**config.mk**
```make
export PLATFORM = sky130hd
export DESIGN_NAME = uart_tx_fifo
export DESIGN_NICKNAME = d
export VERILOG_FILES = /design/src/rtl/uart_tx_fifo.sv
export SDC_FILE = /design/constraint.sdc
export NUM_CORES = 1
export LEC_CHECK = 0
export ABC_AREA = 1
export CAP_MARGIN = 20
export CORE_AREA = 2 2 155 157
export CTS_CLUSTER_SIZE = 30
export DETAILED_ROUTE_END_ITERATION = 10
export DIE_AREA = 0 0 157 159
export MAX_ROUTING_LAYER = met4
export PLACE_DENSITY = 0.59
export SYNTH_ARGS = -nofsm -noshare
export SYNTH_HDL_FRONTEND = slang
export SYNTH_SLANG_ARGS = --single-unit
```
**constraint.sdc**
```tcl
create_clock -name clk -period 3.3 [get_ports clk]
set_clock_uncertainty 0.2 [all_clocks]
set_input_delay 0.99 -clock clk [delete_from_list [all_inputs] [get_ports clk]]
set_output_delay 0.99 -clock clk [all_outputs]
set_load 0.03 [all_outputs]
```
**src/rtl/uart_tx_fifo.sv**
```systemverilog
// uart_tx_fifo: buffered 8N1 UART transmitter.
// A byte FIFO feeds a start/data/stop serializer driving the tx pin.
module uart_tx_fifo #(
    parameter int unsigned CLKS_PER_BIT = 5208,
    parameter int unsigned FIFO_AW      = 4
) (
    input  logic             clk,
    input  logic             rst,
    input  logic [7:0]       w_data,
    input  logic             write_enable,
    output logic             tx,
    output logic             tx_busy,
    output logic             fifo_full,
    output logic [FIFO_AW:0] fifo_count,
    output logic             overflow
);

    localparam int unsigned DEPTH = 1 << FIFO_AW;

    localparam logic [15:0] BAUD_MAX = 16'(CLKS_PER_BIT - 1);
    localparam logic [15:0] BAUD_ONE = 16'd1;

    localparam logic [FIFO_AW-1:0] PTR_ONE = FIFO_AW'(1);
    localparam logic [FIFO_AW:0]   CNT_ONE = (FIFO_AW + 1)'(1);

    typedef enum logic [1:0] {
        IDLE,
        START,
        DATA,
        STOP
    } state_e;

    state_e             state_q;
    logic [15:0]        baud_q;
    logic [2:0]         bit_q;
    logic [7:0]         shift_q;
    logic               tx_q;

    logic [7:0]         mem_q [DEPTH];
    logic [FIFO_AW-1:0] wptr_q;
    logic [FIFO_AW-1:0] wptr_d;
    logic [FIFO_AW-1:0] rptr_q;
    logic [FIFO_AW-1:0] rptr_d;
    logic [FIFO_AW:0]   count_q;
    logic [FIFO_AW:0]   count_d;
    logic               ovf_q;
    logic               ovf_d;

    logic               full;
    logic               not_empty;
    logic               baud_done;
    logic               push;
    logic               pop;

    // Handshake decode from registered state only.
    // Count never exceeds DEPTH, so its MSB alone flags full.
    always_comb begin
        full      = count_q[FIFO_AW];
        not_empty = |count_q;
        baud_done = (baud_q == BAUD_MAX);
        push      = write_enable & ~full;
        pop       = not_empty
                  & ((state_q == IDLE)
                  | ((state_q == STOP) & baud_done));
    end

    // FIFO pointer, occupancy and overflow next-state.
    always_comb begin
        wptr_d  = wptr_q;
        rptr_d  = rptr_q;
        count_d = count_q;
        ovf_d   = ovf_q | (write_enable & full);
        if (push) begin
            wptr_d = wptr_q + PTR_ONE;
        end
        if (pop) begin
            rptr_d = rptr_q + PTR_ONE;
        end
        unique case ({push, pop})
            2'b10:   count_d = count_q + CNT_ONE;
            2'b01:   count_d = count_q - CNT_ONE;
            default: count_d = count_q;
        endcase
    end

    // FIFO control registers.
    always_ff @(posedge clk or negedge rst) begin
        if (!rst) begin
            wptr_q  <= '0;
            rptr_q  <= '0;
            count_q <= '0;
            ovf_q   <= 1'b0;
        end else begin
            wptr_q  <= wptr_d;
            rptr_q  <= rptr_d;
            count_q <= count_d;
            ovf_q   <= ovf_d;
        end
    end

    // FIFO storage; contents need no reset, pointers gate them.
    always_ff @(posedge clk) begin
        if (push) begin
            mem_q[wptr_q] <= w_data;
        end
    end

    // Serializer: frame sequencing with a registered tx output.
    always_ff @(posedge clk or negedge rst) begin
        if (!rst) begin
            state_q <= IDLE;
            baud_q  <= '0;
            bit_q   <= '0;
            shift_q <= '0;
            tx_q    <= 1'b1;
        end else begin
            unique case (state_q)
                IDLE: begin
                    baud_q <= '0;
                    tx_q   <= 1'b1;
                    if (pop) begin
                        shift_q <= mem_q[rptr_q];
                        state_q <= START;
                        tx_q    <= 1'b0;
                    end
                end
                START: begin
                    if (baud_done) begin
                        baud_q  <= '0;
                        bit_q   <= '0;
                        state_q <= DATA;
                        tx_q    <= shift_q[0];
                    end else begin
                        baud_q <= baud_q + BAUD_ONE;
                    end
                end
                DATA: begin
                    if (baud_done) begin
                        baud_q <= '0;
                        if (bit_q == 3'd7) begin
                            state_q <= STOP;
                            tx_q    <= 1'b1;
                        end else begin
                            bit_q   <= bit_q + 3'd1;
                            shift_q <= {1'b0, shift_q[7:1]};
                            tx_q    <= shift_q[1];
                        end
                    end else begin
                        baud_q <= baud_q + BAUD_ONE;
                    end
                end
                STOP: begin
                    if (baud_done) begin
                        baud_q <= '0;
                        if (pop) begin
                            shift_q <= mem_q[rptr_q];
                            state_q <= START;
                            tx_q    <= 1'b0;
                        end else begin
                            state_q <= IDLE;
                            tx_q    <= 1'b1;
                        end
                    end else begin
                        baud_q <= baud_q + BAUD_ONE;
                    end
                end
                default: begin
                    state_q <= IDLE;
                    tx_q    <= 1'b1;
                end
            endcase
        end
    end

    // Outputs are registers or simple decodes of them.
    always_comb begin
        tx         = tx_q;
        tx_busy    = (state_q != IDLE) | not_empty;
        fifo_full  = full;
        fifo_count = count_q;
        overflow   = ovf_q;
    end

endmodule

```
==> results.txt <==
The most used flip-flop cell after synthesis is edfxtp_1. Across all layers, the routed design uses 5416 vias. In this run the clock root is driven by a clkbuf_16. For this design the top-level I/O count stands at 20. The static leakage came out at 0.00405 uW. Summing all placed instances gives a cell area of 8660 um^2. The type of the most critical hold path is register to register.

For this design, the sink count on the clock tree is 172. The max-slew headroom at the worst pin came out at 47.6%. The H-tree depth came out at 4.

The number of placement rows is 56. The detail route stage leaves a number of antenna-violating nets equal to 0. The final layout contains 896 nets.

The vertical extent of the die is 159 um. The sequential cell area fraction in the yosys report is 61.7%. The detailed-router iteration count before antenna repair is 5. The setup TNS came out at 0 ps. The via count of the first global-routing pass came out at 5310. The number of distinct library cells after synthesis is 38. The worst setup path is of the register to output pin kind. The highest achievable clock rate came out at 325 MHz. The final cycle utilization of the critical path came out at 93.3%. The total nets after synthesis is 859.

After detailed routing, the number of remaining DRC violations is 0. The clock passes through at most 2 buffers. The core region is 23200 um^2. At the worst endpoint, the arrival time is 1890 ps. Once the floorplan was initialized, standard cells occupied 34.6% of the core. The synthesized design contains 128 enable-type register cells. The total routing resource utilization after global routing is 15.1%. The cell accounting for the most synthesized area is edfxtp_1. The die width is 157 um. The first global-routing pass estimated 27900 um of wire. In this design, the critical path's most frequently occurring cell is inv_1. The synthesized netlist occupies a cell area of 8020 um^2. STA classifies the critical path startpoint as a register.

Walking the worst path, the cells encountered are inv_1, ha_1, inv_1, nor2_1, inv_1, dlygate4sd2_1. The hold-fix buffer count after cts is 0. For this run, the number of Yosys warnings is 0. The die covers 25000 um^2. The violation count after the first detailed-route iteration came out at 324. The pin count of the biggest net entering global routing is 68. The delay of the slowest cell on the worst path is 410 ps.

The proportion of netlist area held by the largest area contributor is 47.9%. The run finished with clean final reports. The number of buffers inserted by port buffering came out at 19. The final max-slew violation count came out at 0. By count the netlist is led by nand2_1 (255), edfxtp_1 (128), inv_1 (117), nand3_1 (105), nor2_1 (50). The gate count of the mapped netlist came out at 831.

IR analysis of the VDD net gives a maximum drop of 0.401 mV. By area the synthesized netlist is led by edfxtp_1 (48%), dfrtp_1 (13%), nand2_1 (12%). The number of antenna diodes in the final layout is 0. The number of gates given a new drive strength after cts came out at 1. For this block, the routed nets add up to 17300 um of wire. The later-pin clock latency in the skew report came out at 430 ps. The average instance area after synthesis came out at 9.65 um^2. The clock transition at the register clock pins on the worst setup and hold paths after CTS came out at 70 ps.

Once layout is complete, the utilization of the core stands at 39.9%. The slew at the pin with the worst max-slew slack is 786 ps. The max-capacitance violation count came out at 0. After global routing the overflow that remains totals 0.

The category of the worst setup path capture point is an output pin. For this design, the slowest cell found on the critical path is dfrtp_1. The final hold violation count came out at 0. The number of setup buffers added after CTS is 0.

The number of antenna violations at the first check in global routing came out at 0. nand2_1 is the most common cell in the netlist. The mean number of vias per cell came out at 4.51. The largest fanout on the critical path is 4. The power density over the cells came out at 833 nW/um^2.

The mean routed wirelength per cell came out at 14.4 um. The weighted congestion at the end of routability-driven global placement came out at 0.802. The endpoint required time on the critical path came out at 2110 ps. The number of setup violations in the final report came out at 0.

The smallest clock period supported by the final layout is computed as 3080 ps. The layout-stage area growth over the synthesis result came out at 15.3%. Setup repair after global routing left no endpoint under its margin. The total clock buffers created by CTS came out at 17. The final instance area is 9250 um^2. The fraction of registers with async set or reset after synthesis is 25.6%.

Synthesis inferred 172 register bits. Cells with a size suffix above 1 make up 9.19% of the layout. TritonCTS built the clock tree. The post-DP HPWL is 10700 um.
==> kinds of logic after synthesis <==
family	after synthesis	synth area share (%)
simple gates	432	23.2
flops	172	61.7
buf+inv	153	7.76
compound gates	40	2.79
xor+xnor	17	1.86
fa+ha+maj	17	2.65
==> sequential cells by signal (all words and copies together), names as in the netlist, 2 cells and up <==
register	flops
bit_q	3
baud_q	16
state_q	2
fifo_count	5
mem_q	128
wptr_q	4
shift_q	8
rptr_q	4
==> critical path, delay by kind of cell, from the launching register on <==
kind	cells	cell delay (ps)
adders and majority gates	1	190
buffers and inverters	4	660
DFF	1	410
and+or+nand+nor	1	190
==> layout by cell type, fill, tap and decap left out, types with 10 or more instances in the layout <==
cell	netlist	routed
dfrtp_1	43	42
nand3_1	105	105
xor2_1	14	14
nor2_1	50	50
o21ai_0	17	17
clkbuf_16	0	17
buf_4	5	26
ha_1	17	17
nand2_1	255	255
a21oi_1	10	10
inv_1	117	117
clkdlybuf4s50_1	0	17
edfxtp_1	128	128
==> per-layer routing <==
metal	GRT usage, %	share of wire (%)	vias to the layer above
met2	24.8	50	91
met5	-	0	-
met4	5.55	2.3	0
li1	-	-	2742
met3	2.75	4.2	23
met1	18.5	44	2560
==> stage by stage <==
step / setup WS [ps] / hold slack (ps) / std cells / total power (uW)
4_1_cts: 191 / 270 / 1200 / 7770
3_3_place_gp: 105 / 241 / 1168 / 5750
6_report: 221 / 269 / 1200 / 7700
3_5_place_dp: 102 / 255 / 1168 / 5780
5_1_grt: 87.0 / 301 / 1200 / 8230
2_1_floorplan: 417 / 230 / 831 / 4920
==> layout make-up <==
type	count	area [um^2]
tap	319	399
fill	2233	13900
inverter	125	469
sequential	172	4950
multi-input combinational	506	2450
clock buffer	17	425
clock inverter	15	156
timing repair buffer	46	399
==> where the power goes <==
part,switching [uW],internal (uW)
Sequential,179,2640
Combinational,1960,945
Clock,902,1070
Total,3040,4660
==> path summary, 6_finish.rpt <==
kind / from / end / slack (ps) / depth (start not counted)
setup / recovery: state_q[1] / tx_busy / 220 / 6
hold / removal: baud_q[0] / baud_q[0] / 270 / 1
setup reg to reg: state_q[0] / fifo_count[4] / 410 / 16
hold reg to reg: baud_q[0] / baud_q[0] / 270 / 1
max in group asynchronous: rst / rptr_q[0] / 2040 / 2
min in group asynchronous: rst / baud_q[4] / 440 / 2
(Power assumes the default switching activity.)
